**src/rtl/multi_decode_queue_pkg.sv**
```systemverilog
// Shared types for the multi-lane decode queue: decoded control word, ALU ops, opcodes, immediates.
// The RV32M extension is enabled by defining MULTI_DECODE_RV32M_EN (see the decode lane).
package multi_decode_queue_pkg;

    localparam int PC_W = 32;

    localparam logic [6:0] OPC_LUI    = 7'b0110111;
    localparam logic [6:0] OPC_AUIPC  = 7'b0010111;
    localparam logic [6:0] OPC_JAL    = 7'b1101111;
    localparam logic [6:0] OPC_JALR   = 7'b1100111;
    localparam logic [6:0] OPC_BRANCH = 7'b1100011;
    localparam logic [6:0] OPC_LOAD   = 7'b0000011;
    localparam logic [6:0] OPC_STORE  = 7'b0100011;
    localparam logic [6:0] OPC_OP_IMM = 7'b0010011;
    localparam logic [6:0] OPC_OP     = 7'b0110011;

    localparam logic [6:0] F7_BASE   = 7'b0000000;
    localparam logic [6:0] F7_ALT    = 7'b0100000;
    localparam logic [6:0] F7_MULDIV = 7'b0000001;

    typedef enum logic [2:0] {
        ENC_R, ENC_I, ENC_S, ENC_B, ENC_U, ENC_J
    } encoding_type;

    typedef enum logic [3:0] {
        ALU_ADD, ALU_SUB, ALU_SLL, ALU_SLT, ALU_SLTU,
        ALU_XOR, ALU_SRL, ALU_SRA, ALU_OR, ALU_AND, ALU_PASS
    } alu_op_type;

    typedef struct packed {
        logic [4:0]      rd;
        logic [4:0]      rs1;
        logic [4:0]      rs2;
        logic [2:0]      funct3;
        logic [31:0]     imm;
        encoding_type    encoding;
        alu_op_type      alu_op;
        logic            reg_write;
        logic            alu_src;
        logic            mem_read;
        logic            mem_write;
        logic            mem_to_reg;
        logic            is_branch;
        logic            is_jump;
        logic            is_jumpr;
        logic            is_lui;
        logic            is_auipc;
        logic            is_mul;
        logic            is_div;
        logic            rs1_valid;
        logic            rs2_valid;
        logic            predict;
        logic [PC_W-1:0] pc;
        logic            illegal;
    } decoded_type;

    function automatic logic [31:0] immediate_extension(input logic [31:0] instr,
                                                        input encoding_type enc);
        case (enc)
            ENC_I:   return {{20{instr[31]}}, instr[31:20]};
            ENC_S:   return {{20{instr[31]}}, instr[31:25], instr[11:7]};
            ENC_B:   return {{19{instr[31]}}, instr[31], instr[7], instr[30:25], instr[11:8], 1'b0};
            ENC_U:   return {instr[31:12], 12'b0};
            ENC_J:   return {{11{instr[31]}}, instr[31], instr[19:12], instr[20], instr[30:21], 1'b0};
            default: return 32'b0;
        endcase
    endfunction

    // alt selects the funct7[5] variant (SUB / SRA) where the funct3 has one
    function automatic alu_op_type alu_from_funct3(input logic [2:0] f3, input logic alt);
        case (f3)
            3'b000:  return alt ? ALU_SUB : ALU_ADD;
            3'b001:  return ALU_SLL;
            3'b010:  return ALU_SLT;
            3'b011:  return ALU_SLTU;
            3'b100:  return ALU_XOR;
            3'b101:  return alt ? ALU_SRA : ALU_SRL;
            3'b110:  return ALU_OR;
            default: return ALU_AND;
        endcase
    endfunction

endpackage

```
**src/rtl/multi_decode_queue_decode_lane.sv**
```systemverilog
// Purely combinational single-instruction RV32I decoder producing one decoded_type word.
// Defining MULTI_DECODE_RV32M_EN adds MUL/DIV decode for OP with funct7=0000001.
module multi_decode_queue_decode_lane
    import multi_decode_queue_pkg::*;
(
    input  logic [31:0]     i_instr,
    input  logic [PC_W-1:0] i_pc,
    input  logic            i_predict,
    output decoded_type     o_ctrl
);

    logic [6:0] w_opcode;
    logic [2:0] w_funct3;
    logic [6:0] w_funct7;

    assign w_opcode = i_instr[6:0];
    assign w_funct3 = i_instr[14:12];
    assign w_funct7 = i_instr[31:25];

    always_comb begin
        o_ctrl          = '0;
        o_ctrl.rd       = i_instr[11:7];
        o_ctrl.rs1      = i_instr[19:15];
        o_ctrl.rs2      = i_instr[24:20];
        o_ctrl.funct3   = w_funct3;
        o_ctrl.pc       = i_pc;
        o_ctrl.predict  = i_predict;
        o_ctrl.encoding = ENC_R;
        o_ctrl.alu_op   = ALU_ADD;

        case (w_opcode)
            OPC_LUI: begin
                o_ctrl.encoding  = ENC_U;
                o_ctrl.reg_write = 1'b1;
                o_ctrl.alu_src   = 1'b1;
                o_ctrl.is_lui    = 1'b1;
                o_ctrl.alu_op    = ALU_PASS;
            end
            OPC_AUIPC: begin
                o_ctrl.encoding  = ENC_U;
                o_ctrl.reg_write = 1'b1;
                o_ctrl.alu_src   = 1'b1;
                o_ctrl.is_auipc  = 1'b1;
            end
            OPC_JAL: begin
                o_ctrl.encoding  = ENC_J;
                o_ctrl.reg_write = 1'b1;
                o_ctrl.is_jump   = 1'b1;
            end
            OPC_JALR: begin
                o_ctrl.encoding  = ENC_I;
                o_ctrl.reg_write = 1'b1;
                o_ctrl.alu_src   = 1'b1;
                o_ctrl.is_jumpr  = 1'b1;
                o_ctrl.rs1_valid = 1'b1;
            end
            OPC_BRANCH: begin
                o_ctrl.encoding  = ENC_B;
                o_ctrl.is_branch = 1'b1;
                o_ctrl.rs1_valid = 1'b1;
                o_ctrl.rs2_valid = 1'b1;
                // equality compares subtract; ordered compares use the set-less-than units
                o_ctrl.alu_op    = (w_funct3[2:1] == 2'b00) ? ALU_SUB :
                                   (w_funct3[1]) ? ALU_SLTU : ALU_SLT;
            end
            OPC_LOAD: begin
                o_ctrl.encoding   = ENC_I;
                o_ctrl.reg_write  = 1'b1;
                o_ctrl.alu_src    = 1'b1;
                o_ctrl.mem_read   = 1'b1;
                o_ctrl.mem_to_reg = 1'b1;
                o_ctrl.rs1_valid  = 1'b1;
            end
            OPC_STORE: begin
                o_ctrl.encoding  = ENC_S;
                o_ctrl.alu_src   = 1'b1;
                o_ctrl.mem_write = 1'b1;
                o_ctrl.rs1_valid = 1'b1;
                o_ctrl.rs2_valid = 1'b1;
            end
            OPC_OP_IMM: begin
                o_ctrl.encoding  = ENC_I;
                o_ctrl.reg_write = 1'b1;
                o_ctrl.alu_src   = 1'b1;
                o_ctrl.rs1_valid = 1'b1;
                o_ctrl.alu_op    = alu_from_funct3(w_funct3, (w_funct3 == 3'b101) && w_funct7[5]);
                // only the shift forms carry a funct7; SLLI has no arithmetic variant
                if ((w_funct3 == 3'b001 && w_funct7 != F7_BASE) ||
                    (w_funct3 == 3'b101 && w_funct7 != F7_BASE && w_funct7 != F7_ALT))
                    o_ctrl.illegal = 1'b1;
            end
            OPC_OP: begin
                o_ctrl.encoding  = ENC_R;
                o_ctrl.reg_write = 1'b1;
                o_ctrl.rs1_valid = 1'b1;
                o_ctrl.rs2_valid = 1'b1;
                case (w_funct7)
                    F7_BASE: o_ctrl.alu_op = alu_from_funct3(w_funct3, 1'b0);
                    F7_ALT: begin
                        if (w_funct3 == 3'b000 || w_funct3 == 3'b101)
                            o_ctrl.alu_op = alu_from_funct3(w_funct3, 1'b1);
                        else
                            o_ctrl.illegal = 1'b1;
                    end
`ifdef MULTI_DECODE_RV32M_EN
                    F7_MULDIV: begin
                        o_ctrl.is_mul = ~w_funct3[2];
                        o_ctrl.is_div = w_funct3[2];
                    end
`endif
                    default: o_ctrl.illegal = 1'b1;
                endcase
            end
            default: o_ctrl.illegal = 1'b1;
        endcase

        o_ctrl.imm = immediate_extension(i_instr, o_ctrl.encoding);

        // illegal words still travel down the queue, but must never touch state
        if (o_ctrl.illegal) begin
            o_ctrl.reg_write = 1'b0;
            o_ctrl.mem_read  = 1'b0;
            o_ctrl.mem_write = 1'b0;
            o_ctrl.is_mul    = 1'b0;
            o_ctrl.is_div    = 1'b0;
        end
    end

endmodule

```
**src/rtl/multi_decode_queue.sv**
```systemverilog
// Multi-lane decoder feeding a circular decode queue; valid lanes are compacted in program order.
// Optional RV32M decode is selected with MULTI_DECODE_RV32M_EN inside the decode lanes.
module multi_decode_queue
    import multi_decode_queue_pkg::*;
#(
    parameter int DECODE_WIDTH = 2,
    parameter int QUEUE_DEPTH  = 8,
    parameter int XLEN         = 32
) (
    input  logic                                      clk,
    input  logic                                      reset,
    input  logic                                      flush,
    input  logic [DECODE_WIDTH-1:0]                   in_valid,
    input  logic [DECODE_WIDTH*32-1:0]                in_instr,
    input  logic [DECODE_WIDTH*XLEN-1:0]              in_pc,
    input  logic [DECODE_WIDTH-1:0]                   in_predict,
    output logic                                      in_ready,
    output logic [DECODE_WIDTH-1:0]                   out_valid,
    output logic [DECODE_WIDTH*$bits(decoded_type)-1:0] out_ctrl,
    input  logic [$clog2(DECODE_WIDTH+1)-1:0]         out_deq,
    output logic [$clog2(QUEUE_DEPTH+1)-1:0]          occupancy
);

    localparam int PTR_W  = $clog2(QUEUE_DEPTH);
    localparam int CNT_W  = $clog2(QUEUE_DEPTH+1);
    localparam int CTRL_W = $bits(decoded_type);

    decoded_type      r_mem [QUEUE_DEPTH];
    logic [PTR_W-1:0] r_head;
    logic [PTR_W-1:0] r_tail;
    logic [CNT_W-1:0] r_count;

    decoded_type      w_dec [DECODE_WIDTH];
    logic [PTR_W-1:0] w_ofs [DECODE_WIDTH];
    logic [CNT_W-1:0] w_k;
    logic [CNT_W-1:0] w_deq_n;
    logic             w_enq;

    for (genvar l = 0; l < DECODE_WIDTH; l++) begin : g_lane
        multi_decode_queue_decode_lane u_lane (
            .i_instr   (in_instr[l*32 +: 32]),
            .i_pc      (PC_W'(in_pc[l*XLEN +: XLEN])),
            .i_predict (in_predict[l]),
            .o_ctrl    (w_dec[l])
        );
    end

    // Each valid lane lands at tail plus the number of valid lanes older than it
    always_comb begin
        w_k = '0;
        for (int l = 0; l < DECODE_WIDTH; l++) begin
            w_ofs[l] = w_k[PTR_W-1:0];
            w_k      = w_k + CNT_W'(in_valid[l]);
        end
    end

    // Ready looks only at the registered count so out_deq never reaches in_ready
    assign in_ready  = (r_count <= CNT_W'(QUEUE_DEPTH - DECODE_WIDTH));
    assign w_enq     = in_ready && (|in_valid) && !flush;
    assign w_deq_n   = (CNT_W'(out_deq) > r_count) ? r_count : CNT_W'(out_deq);
    assign occupancy = r_count;

    always_ff @(posedge clk) begin
        if (reset || flush) begin
            r_head  <= '0;
            r_tail  <= '0;
            r_count <= '0;
        end else begin
            if (w_enq)
                r_tail <= r_tail + w_k[PTR_W-1:0];
            r_head  <= r_head + w_deq_n[PTR_W-1:0];
            r_count <= r_count + (w_enq ? w_k : '0) - w_deq_n;
        end
    end

    // Storage is not reset; stale entries are masked by the count
    always_ff @(posedge clk) begin
        if (w_enq) begin
            for (int l = 0; l < DECODE_WIDTH; l++) begin
                if (in_valid[l])
                    r_mem[r_tail + w_ofs[l]] <= w_dec[l];
            end
        end
    end

    always_comb begin
        for (int i = 0; i < DECODE_WIDTH; i++) begin
            out_valid[i]                 = (r_count > CNT_W'(i));
            out_ctrl[i*CTRL_W +: CTRL_W] = r_mem[r_head + PTR_W'(i)];
        end
    end

endmodule

```
**config.mk**
```make
export PLATFORM = sky130hd
export DESIGN_NAME = multi_decode_queue
export DESIGN_NICKNAME = d
export VERILOG_FILES = /design/src/rtl/multi_decode_queue_pkg.sv /design/src/rtl/multi_decode_queue_decode_lane.sv /design/src/rtl/multi_decode_queue.sv
export SDC_FILE = /design/constraint.sdc
export NUM_CORES = 2
export LEC_CHECK = 0
export ABC_AREA = 1
export BUFFER_PORTS_ARGS = -buffer_cell sky130_fd_sc_hd__buf_2
export CORE_MARGIN = 4
export CORE_UTILIZATION = 55
export CTS_BUF_LIST = sky130_fd_sc_hd__clkbuf_4 sky130_fd_sc_hd__clkbuf_8
export CTS_CLUSTER_SIZE = 16
export DETAILED_ROUTE_END_ITERATION = 6
export PLACE_DENSITY = 0.75
export SETUP_SLACK_MARGIN = 0.2
export SYNTH_ARGS = -nofsm -noshare
export SYNTH_HDL_FRONTEND = slang
export SYNTH_SLANG_ARGS = --single-unit
```
**constraint.sdc**
```tcl
create_clock -name clk -period 14.1 [get_ports clk]
set_input_delay 0.705 -clock clk [delete_from_list [all_inputs] [get_ports clk]]
set_output_delay 0.705 -clock clk [all_outputs]
set_load 0.02 [all_outputs]
```
-- Word level (Yosys, flattened, before mapping)
Memory sizes are Yosys's and may differ from the RTL's. A register that Yosys moved wholly into a read port is not among the register bits.
Cells that the tools add are included.
- output and inout port bits: 217
- flip-flop bits (word level): 10
- memory bits (writable): 824
- input port bits: 137
- word-level logic and storage cells: 165
- bits in latches: 0
- memory bits (read-only): 0
- memories kept: 1
- $add $sub $neg: 7
- order comparisons: 4
- multiplexer cells: 67
- shifts and indexed selects: 0
- equality and inequality tests: 44
- bitwise logic cells: 0
- multipliers: 0
- reductions and logical operators: 39
- div/mod/pow operators: 0
- memories (name ; words ; width ; read ports ; clocked after memory_dff ; write ports ; RTL line ; RTL):
    r_mem ; 8 ; 103 ; 2 ; 1 ; 2 ; multi_decode_queue.sv:28 ; decoded_type r_mem [QUEUE_DEPTH];
- operators with widths (cell ; number):
    $pmux W32 S5 ; 2
    $pmux W4 S7 ; 6
    $eq A7 B6 Y1 const B ; 8
    $eq A7 B7 Y1 const B ; 6
    $mux W1 ; 38
    $pmux W4 S4 ; 2
    $eq A3 B3 Y1 const B ; 10
    $pmux W3 S5 ; 2
    $eq A7 B5 Y1 const B ; 4
    $reduce_or A7 Y1 ; 4
    $eq A3 B2 Y1 const B ; 8
    $reduce_or A6 Y1 ; 4
    $mux W4 ; 5
    $pmux W4 S2 ; 2
    $eq A7 B2 Y1 const B ; 2
    $logic_not A7 Y1 ; 2
    $ne A7 B6 Y1 const B ; 2
    $reduce_bool A7 Y1 ; 2
    $eq A3 B1 Y1 const B ; 4
    $reduce_or A3 Y1 ; 4
    $logic_and A1 B1 Y1 ; 10
    $mux W3 ; 3
    $gt A4 B1 Y1 const B ; 2
    $logic_not A3 Y1 ; 2
    16 further kinds ; 27

-- Depth between registers and ports, before layout
- depth after elaboration: 7
- depth in mapped cells: 15
- mapped depth without buffers: 15

-- Cells and area by module
Synthesis repeated with hierarchy kept, for this count alone.
- cells, all modules: 8101
- area, all modules: 57859.2 um^2
- by module, submodules not included (module ; sequential area each (um^2) ; instances ; cells an instance ; area an instance (um^2)):
    multi_decode_queue ; 25424.4 ; 1 ; 7481 ; 54833.8
    multi_decode_queue_decode_lane ; 0.0 ; 2 ; 310 ; 1512.7

-- Least setup slack after synthesis
OpenSTA, ideal clock, no wires.
- path type: reg-to-reg
- from: register r_count[3], in the netlist occupancy[3]
- to: memory r_mem[0][0] (netlist name), enable pin
- period minus slack after synthesis: 9.437 ns
- setup slack: 4.663 ns
- buffers on the path: 0
- arrival: 8.730 ns
- required time: 13.393 ns
- cell stages (with the launch flop): 10
- library setup time: 0.707 ns
- path through: dfxtp_1 > inv_1 > ha_1 > nand2_1 > nand2_1 > nand2_2 > nand3_1 > nor2_1 > nand3_1 > o21ai_0
- RTL lines (element ; RTL line ; RTL):
    start: declaration ; multi_decode_queue.sv:31 ; logic [CNT_W-1:0] r_count;
    start signal: assignment ; multi_decode_queue.sv:72 ; r_count <= r_count + (w_enq ? w_k : '0) - w_deq_n;
    end: declaration ; multi_decode_queue.sv:28 ;

==> flow_summary.yaml <==
outcome:
  violations: "DRC"
  outcome: "finished, violations left"
power:
  p_leak_nw: 22.63
  switching_power_mw: 3.455
  clkPwrFrac_pct: 25.8
  p_per_area_mw_per_mm2: 149.9
  sw_frac_of_total_pct: 41.58
  seqPwrFrac_pct: 34.7
  p_int_mw: 4.853
  combPwrFrac_pct: 39.6
  ir_drop_v: 0.0001681
cts:
  cts.root.buffer_cell: "clkbuf_8"
  h-tree-depth: 4
  cts_setup_buffers: 0
  cts-resized-gates: 0
  cts_tree: "built"
  cts_hold_buf: 0
  numCtsBuffers: 144
  worst_skew_pair.late_latency_ns: 0.81
  clk_pin_slew_ns: 0.06
  clock-sinks: 834
  cts.path.max_buffers: 3
floorplan:
  initial_core_util_pct: 55.61
  die_h_um: 313.1
  num_rows: 111
  die_x_um: 313.1
  die-area_sq_mm: 0.09805
  pin_count: 354
  coreArea_sq_mm: 0.09208
min_path:
  worst_hold_path_type: "input port to flip-flop"
drt:
  wl_um: 183000
  drc: 2
  dr.pass1.iters: 7
  wl_per_cell_um: 22.87
  via_per_inst: 6.244
  num_vias: 49981
  drt_iter0_drc: 7913
  ant_nets: 0
sta:
  max_freq_mhz: 150.2
  finalCriticalPeriod_ns: 6.659
  grt_setup_unrepaired: "false"
  skew_ns: 0.03061
  slew_violations: 0
  finalSetupViolations: 0
  hold_violations: 0
  fin_hold_ws_ns: 0.2327
  worst_pin_slew_ns: 1.363
  slew_headroom_pct: 9.160
  setup-tns-final_ns: 0
  timing.final.crit_share_pct: 47.22
global_routing:
  grt_pass1_wl_um: 271100
  grt_start_max_net_pins: 283
  grt_usage_pct: 35.91
  grt_pass1_vias: 46476
  grt_antenna_before_repair: 19
  grt_overflow: 0
synthesis:
  synth_seq_cells: 834
  syn_area_sq_mm: 0.05121
  synth.avg_cell_area_sq_um: 7.687
  synth.distinct_cells: 41
  synthCells: 6662
  yosys_warnings: 0
  seq_area_frac_synth_pct: 48.71
critical_path:
  startpoint_type: "flip-flop"
  r2r_setup_slack_ns: 9.01
  cp_slowest_cell: "buf_4"
  cp_data_required_time_ns: 13.40
  critPathMaxStageDelay_ns: 0.99
  path_class: "flip-flop to output port"
  crit_path_cell_trace: "buf_12 -> buf_12 -> buf_4 -> nor2_1 -> nor2_1 -> o21ai_0 -> nand2_1 -> nor2_1 -> a31oi_1 -> buf_2"
  end_kind: "output port"
  cp.arrival_ns: 5.95
  cp_max_fo: 282
  worst_path_most_repeated_cell: "nor2_1"
placement:
  dpl_cell_area_sq_mm: 0.05271
  io_buffers: 349
  dp_hpwl_um: 105000
  place_congestion: 0.9285
layout:
  final_common_cell: "nand2_1"
  finalInstanceArea_sq_mm: 0.05543
  area_delta_synth_final_pct: 8.242
  final_nets: 6801
  layout_common_cells: "1,756 x nand2_1, 1,081 x o21ai_0, 824 x edfxtp_1"
  drive_above_1_share_pct: 10.61
run:
  cap_violations: 0
cell usage after synthesis (all sizes together):
cell type | n | share of area, %
nor3 | 6 | 0.059
o211ai | 103 | 1.5
xor2 | 3 | 0.066
clkbuf | 264 | 1.9
nand2 | 1786 | 13
a31o | 12 | 0.21
conb | 1 | 0.0073
o21bai | 2 | 0.029
o21ai | 1382 | 14
a21boi | 1 | 0.015
a21oi | 546 | 5.3
buf | 314 | 3.0
edfxtp | 824 | 48
dfxtp | 10 | 0.39
nand4 | 22 | 0.31
a31oi | 213 | 2.6
xnor2 | 3 | 0.051
clkinv | 3 | 0.022
nand3 | 57 | 0.61
and2 | 1 | 0.012
a21o | 2 | 0.029
nor2 | 612 | 4.6
ha | 18 | 0.44
fa | 3 | 0.12
or2 | 1 | 0.012
nand3b | 2 | 0.029
o22ai | 2 | 0.024
inv | 469 | 3.4
stage by stage:
step                      power, mW  util (%)  cells  worst slack [ns]
after floorplan               5.090         -   6665             4.663
after global placement        6.082     57.25   7740             8.703
after detailed placement      6.134     57.25   7740             8.645
after CTS                     8.240     60.16   7992             7.740
after global routing          8.684     60.19   8002             7.232
final                         8.308     60.20   8005             7.441
layout make-up:
type | instances | area [sq um]
multi-input combinational | 4781 | 22080
fill | 8023 | 36650
inverter | 472 | 1807
clock inverter | 56 | 272.8
tap | 1243 | 1555
sequential | 834 | 24960
clock buffer | 196 | 2410
antenna | 13 | 32.53
timing repair buffer | 410 | 2317
routing by layer:
| metal | vias up | part of all wire [%] | track usage, % |
|---|---|---|---|
| li1 | 22658 | - | - |
| met1 | 22735 | 36 | 46.96 |
| met2 | 3861 | 44 | 54.45 |
| met3 | 717 | 15 | 9.699 |
| met4 | 10 | 5.5 | 19.79 |
| met5 | - | 0.033 | 0 |
power by group through the flow:
stage	combinational, mW	clock (mW)	sequential [mW]
after detailed placement	3.21	0	2.93
after floorplan	2.16	0	2.93
after CTS	3.22	2.15	2.88
after global placement	3.16	0	2.92
after global routing	3.54	2.26	2.88
final	3.29	2.14	2.88
worst max-delay path: cells and delay by family, from the launching register on:
kind | cells | cell delay, ns
buffers and inverters | 4 | 2.86
DFF | 1 | 0.95
and+or+nand+nor | 4 | 0.38
AOI/OAI and AO/OA | 2 | 0.60
final timing paths:
| kind | from | to | depth (start not counted) |
|---|---|---|---|
| worst max-delay path | r_head[0]$_SDFF_PP0_ | out_ctrl[87] | 10 |
| worst min-delay path | reset | r_tail[2]$_SDFFE_PP0N_ | 4 |
| worst max register to register | r_tail[0]$_SDFFE_PP0N_ | r_mem[5][51]$_DFFE_PP_ | 11 |
| worst min register to register | occupancy[2]$_SDFF_PP0_ | r_head[2]$_SDFF_PP0_ | 2 |
registers in the layout (all words and copies together) (netlist names):
register,count
r_mem,824
occupancy,4
r_head,3
r_tail,3
cell families (layout without fill, tap and decap cells):
kind of cell / Yosys count / count (layout) / synth area share [%]
AOI/OAI and AO/OA: 2263 / 2263 / 23.27
xor gates and xnor gates: 6 / 6 / 0.1173
adders and majority gates: 21 / 21 / 0.5571
buffers and inverters: 1050 / 1134 / 8.437
DFF: 834 / 834 / 48.71
other: 1 / 17 / 0.007323
and+or+nand+nor: 2487 / 2487 / 18.90
(Power assumes the default switching activity.)
